[src/rtl/data_ex_mc.sv]
// data_ex_mc: execute stage with forwarding, flag-setting ALU, branch target
// and a WIDTH-cycle shift-add multiplier that stalls the pipeline while busy.
module data_ex_mc #(
  parameter int WIDTH = 64,
  parameter int SHAMT = 2
) (
  input  logic             clk,
  input  logic             reset,
  input  logic             valid_in,
  input  logic [WIDTH-1:0] ReadData1,
  input  logic [WIDTH-1:0] ReadData2,
  input  logic [WIDTH-1:0] imm,
  input  logic [WIDTH-1:0] PC,
  input  logic [WIDTH-1:0] BR_to_shift,
  input  logic [WIDTH-1:0] fwd_mem,
  input  logic [WIDTH-1:0] fwd_wb,
  input  logic [1:0]       forwardA,
  input  logic [1:0]       forwardB,
  input  logic [2:0]       ALUop,
  input  logic             ALUsrc,
  input  logic             update,
  input  logic             cbz,
  input  logic             mul,
  input  logic             flush,
  output logic [WIDTH-1:0] result,
  output logic [WIDTH-1:0] br_target,
  output logic             negative,
  output logic             zero,
  output logic             overflow,
  output logic             carry_out,
  output logic             br_zero,
  output logic             valid_out,
  output logic             stall
);
  localparam int CW = $clog2(WIDTH);
  typedef enum logic {IDLE, MUL} state_t;
  state_t state_q;
  logic [WIDTH-1:0] result_q, br_target_q, ma_q, mb_q, acc_q;
  logic [CW-1:0] cnt_q;
  logic n_q, z_q, v_q, c_q, br_zero_q, valid_q, upd_q;
  logic [WIDTH-1:0] a_op, b_op, b_x, add_s, alu, tgt, acc_d;
  logic sub, arith, add_c, add_v, last;
  always_comb begin
    a_op  = forwardA == 2'b01 ? fwd_mem : forwardA == 2'b10 ? fwd_wb : ReadData1;
    b_op  = forwardB == 2'b01 ? fwd_mem : forwardB == 2'b10 ? fwd_wb : ALUsrc ? imm : ReadData2;
    sub   = ALUop == 3'b011;
    arith = ALUop == 3'b010 || sub;
    b_x   = sub ? ~b_op : b_op;
    {add_c, add_s} = {1'b0, a_op} + {1'b0, b_x} + (WIDTH+1)'(sub);
    add_v = (a_op[WIDTH-1] == b_x[WIDTH-1]) && (add_s[WIDTH-1] != a_op[WIDTH-1]);
    alu   = ALUop == 3'b000 ? b_op :
            arith           ? add_s :
            ALUop == 3'b100 ? a_op & b_op :
            ALUop == 3'b101 ? a_op | b_op :
            ALUop == 3'b110 ? a_op ^ b_op : '0;
    tgt   = PC + (BR_to_shift << SHAMT);
    acc_d = acc_q + (mb_q[0] ? ma_q : '0);
    last  = cnt_q == CW'(WIDTH-1);
  end
  always_ff @(posedge clk) begin
    if (reset) begin
      state_q     <= IDLE;
      result_q    <= '0;
      br_target_q <= '0;
      {n_q, z_q, v_q, c_q} <= '0;
      br_zero_q   <= 1'b0;
      valid_q     <= 1'b0;
      cnt_q       <= '0;
      acc_q       <= '0;
      ma_q        <= '0;
      mb_q        <= '0;
      upd_q       <= 1'b0;
    end else if (flush) begin
      state_q   <= IDLE;
      valid_q   <= 1'b0;
      br_zero_q <= 1'b0;
    end else if (state_q == IDLE) begin
      valid_q   <= valid_in && !mul;
      br_zero_q <= valid_in && cbz && alu == '0;
      if (valid_in) begin
        br_target_q <= tgt;
        if (mul) begin
          state_q <= MUL;
          ma_q    <= a_op;
          mb_q    <= b_op;
          acc_q   <= '0;
          cnt_q   <= '0;
          upd_q   <= update;
        end else begin
          result_q <= alu;
          if (update) {n_q, z_q, v_q, c_q} <= {alu[WIDTH-1], alu == '0, arith && add_v, arith && add_c};
        end
      end
    end else begin
      acc_q   <= acc_d;
      ma_q    <= ma_q << 1;
      mb_q    <= mb_q >> 1;
      cnt_q   <= cnt_q + 1'b1;
      valid_q <= last;
      if (last) begin
        state_q  <= IDLE;
        result_q <= acc_d;
        if (upd_q) {n_q, z_q, v_q, c_q} <= {acc_d[WIDTH-1], acc_d == '0, 2'b00};
      end
    end
  end
  assign result    = result_q;
  assign br_target = br_target_q;
  assign negative  = n_q;
  assign zero      = z_q;
  assign overflow  = v_q;
  assign carry_out = c_q;
  assign br_zero   = br_zero_q;
  assign valid_out = valid_q;
  assign stall     = state_q == MUL;
endmodule
[config.mk]
export PLATFORM = sky130hd
export DESIGN_NAME = data_ex_mc
export DESIGN_NICKNAME = d
export VERILOG_FILES = /design/src/rtl/data_ex_mc.sv
export SDC_FILE = /design/constraint.sdc
export NUM_CORES = 2
export LEC_CHECK = 0
export CAP_MARGIN = 25
export CORE_MARGIN = 4
export CORE_UTILIZATION = 60
export CTS_CLUSTER_DIAMETER = 120
export DETAILED_ROUTE_END_ITERATION = 10
export PLACE_DENSITY = 0.87
export SLEW_MARGIN = 20
export SYNTH_ARGS = -nofsm -noshare
export SYNTH_HDL_FRONTEND = slang
export SYNTH_SLANG_ARGS = --single-unit
[constraint.sdc]
create_clock -name clk -period 20.1 [get_ports clk]
set_input_delay 2.01 -clock clk [delete_from_list [all_inputs] [get_ports clk]]
set_output_delay 2.01 -clock clk [all_outputs]
set_load 0.02 [all_outputs]
==> run summary <==
Clk sinks = 334
Net Count, Synth = 5631
Flop2flop setup slack = 14.23 ns
Final HPWL DP = 104.0 mm
Vias per std cell = 6.481
Clock Power Share = 0.301
DP Worst Slack = 10.51 ns
First-pass GRT wire length = 208.2 mm
Core area = 58140 um^2
I/O pin count = 598
Routed vias = 39039
Worst Setup SP = forwardA[1]
Multi-input combinational cell area = 26880 um^2
Startpoint class of the critical path = primary input
Antenna violations before repair = 0
Final setup TNS = 0 ns
Post-synth EDFFs = 0
Most common flop cell mapped by yosys = dfxtp_1
Setup ws final = 10.81 ns
Power Internal = 0.001631 W
Rows = 88
RSZ-0062 raised after global routing = no
Inserted Clock Buffers = 38
Longest Clk Path Bufs = 3
Hold WC Path Type = register to register
Die height = 251.4 um
Hold Buf Count CTS = 0
Seq pwr share = 0.271
Pwr dens = 61.22 nW/um^2
Storage element area = 6690 um^2
Net Sw Frac = 0.3810
Drt drc = 0
Largest net degree at the start of global routing = 149
Die area = 63180 um^2
Root Buffer = clkbuf_16
Seq/Total Area, Yosys = 0.1882
Critical path class = primary input to register
Logic pwr share = 0.428
Area Growth Syn to Fin = 21.13%
Gr ovfl total = 0
Yosys warning total = 0
CP endpoint kind = register
Clock period minus worst slack = 9.285 ns
Measured slew at the worst slew-check pin = 1.164 ns
RD Place Congestion = 1.010
CP arrival = 9.80 ns
CP required = 20.61 ns
Maximum vdd drop = 0.07427 mV
Crit-path max FO = 69
Input/output buffers = 595
Clock latency on the worst-skew pair = 0.59 ns
Hold Fails Final Rpt = 0
Syn Area/Cell = 7.313 um^2
Initial DRC count = 4255
Mapped Area = 35530 um^2
Final cycle utilization of the critical path = 0.4620
Layout cells sized above 1 = 0.05419
Setup Viol. Count Final = 0
1st-pass router iterations = 9
Nets = 6003
Avg WL per Cell = 22.87 um
Outcome = finished clean
Hold Startpoint = br_target[33]
Starting density of the core = 0.6112
H-Tree Depth = 2
Max capacitance violation total = 0
DIE WIDTH = 251.4 um
Synth cell types = 110
CTS tree = yes
GRT Util Overall = 0.4106
Postcts setup bufs = 0
Mapped Cells = 4859
Layout fillers = 4591
Psw = 0.001004 W
Post-CTS Resized = 0
Clk_skew = 0.01972 ns
Rel. slew slack = 0.2161
FF+latch count, synth = 334
Leak pwr = 18.35 nW
Vias in the first global route = 36913
Wirelength, routed = 137.8 mm
Crit Reg-Reg Startpoint = mb_q[0]
Final-report max-slew violation count = 0
Clock edge transition at the registers on the reported setup and hold paths = 0.06 ns
FMAX = 107.7 MHz
Ys async rst share = 0
Antenna fix cells = 0
Final ANT Viol Nets = 0
==> stage by stage <==
stage	std cells	util	hold WS (ns)	total power [W]	cell area, um^2
after floorplan	4859	-	0.4312	0.001444	35530
after global placement	5954	0.7161	0.4370	0.001797	41630
after detailed placement	5956	0.7166	0.4441	0.001817	41660
after CTS	6024	0.7404	0.4509	0.002607	43040
after global routing	6024	0.7404	0.4652	0.002750	43040
final	6024	0.7404	0.4504	0.002635	43040
==> cell type report <==
| cell class | count | share of cell area |
|---|---|---|
| tap | 765 | 0.02224 |
| inverter | 194 | 0.01721 |
| timing repair buffer | 651 | 0.1485 |
| clock inverter | 18 | 0.007383 |
| sequential | 334 | 0.1554 |
| clock buffer | 50 | 0.02477 |
| multi-input combinational | 4012 | 0.6245 |
==> synth_stat cells (all sizes together), types with 26 or more instances <==
cell      n  share of area
a21oi   395          0.056
a22o     46          0.011
mux2     68          0.022
a21o    136          0.029
dfxtp   334           0.19
xnor2   165          0.042
nand2   615          0.065
or3      26         0.0047
nand3    62         0.0089
nor2    452          0.048
and3     32         0.0056
and2     92          0.016
nand2b   40         0.0070
a211oi   73          0.016
nand4    39         0.0069
clkbuf  229          0.024
o211ai  108          0.023
inv     189          0.020
a22oi    29         0.0061
nor2b    62          0.011
o21a     33         0.0070
mux2i   223          0.063
o21ai   424          0.060
nor3     72          0.010
a311oi   36         0.0092
xor2     60          0.015
buf      90          0.012
ha      306           0.11
a31oi    43         0.0076
==> placed cells by master, fill, tap and decap left out, types with 46 or more instances in the layout <==
cell type        netlist  routed
a211oi_1              72      72
a21o_1               136     136
a21oi_1              395     395
a22o_1                46      46
and2_1                91      90
buf_4                  7      58
clkdlybuf4s50_1        0     588
dfxtp_1              334     333
ha_1                 306     306
inv_1                182     179
mux2_2                66      66
mux2i_1              222     222
nand2_1              615     614
nand3_1               61      61
nor2_1               452     447
nor2b_1               61      60
nor3_1                71      70
o211ai_1             108     108
o21ai_0              403     401
xnor2_1              161     161
xor2_1                59      59
==> logic make-up after synthesis <==
logic type | after synthesis | synth area share
flops | 334 | 0.1882
compound gates | 1567 | 0.2860
buf+inv | 513 | 0.05729
simple gates | 1598 | 0.2063
mux | 291 | 0.08482
xor+xnor | 239 | 0.06570
fa+ha+maj | 317 | 0.1118
==> path summary, 6_finish.rpt <==
kind | to | depth (start not counted)
hold reg to reg | br_target[33] | 2
hold / removal | br_target[33] | 2
setup reg to reg | zero | 19
setup / recovery | zero | 21
==> routing by layer <==
metal,GRT usage,routed length (um),up-vias
met5,0,0,-
met4,0.2848,11880,0
met3,0.07945,13910,559
met2,0.6535,60700,2229
met1,0.5013,51260,18008
li1,-,-,18243
==> power by group through the flow <==
stage / Combinational (W) / Clock [W] / Sequential, W
final: 0.00113 / 0.000792 / 0.000714
after CTS: 0.00110 / 0.000795 / 0.000713
after global placement: 0.00107 / 0 / 0.000726
after global routing: 0.00121 / 0.000823 / 0.000718
after floorplan: 0.000703 / 0 / 0.000741
after detailed placement: 0.00109 / 0 / 0.000727
==> worst max-delay path, stage by stage <==
cell	delay (ns)
buf_6	0.55
buf_4	0.82
mux2_2	0.41
o21ai_0	0.66
inv_1	0.17
ha_1	0.45
a21oi_1	0.28
o21bai_1	0.09
a21oi_1	0.48
o2111ai_1	0.33
nor4_1	0.40
nand4_1	0.17
nor3_1	0.19
o2111ai_1	0.13
or4b_1	0.52
or4b_1	0.64
or4_1	0.62
nor3_2	0.31
and4_1	0.24
a41oi_1	0.11
o21ai_1	0.13
==> state kept, by name (all words and copies together), names as in the netlist <==
register / count
ma_q: 64
carry_out: 1
upd_q: 1
result: 64
zero: 1
negative: 1
cnt_q: 6
stall: 1
valid_out: 1
br_zero: 1
overflow: 1
mb_q: 64
acc_q: 64
br_target: 64
Note: power is estimated with default switching activity, not from simulation.
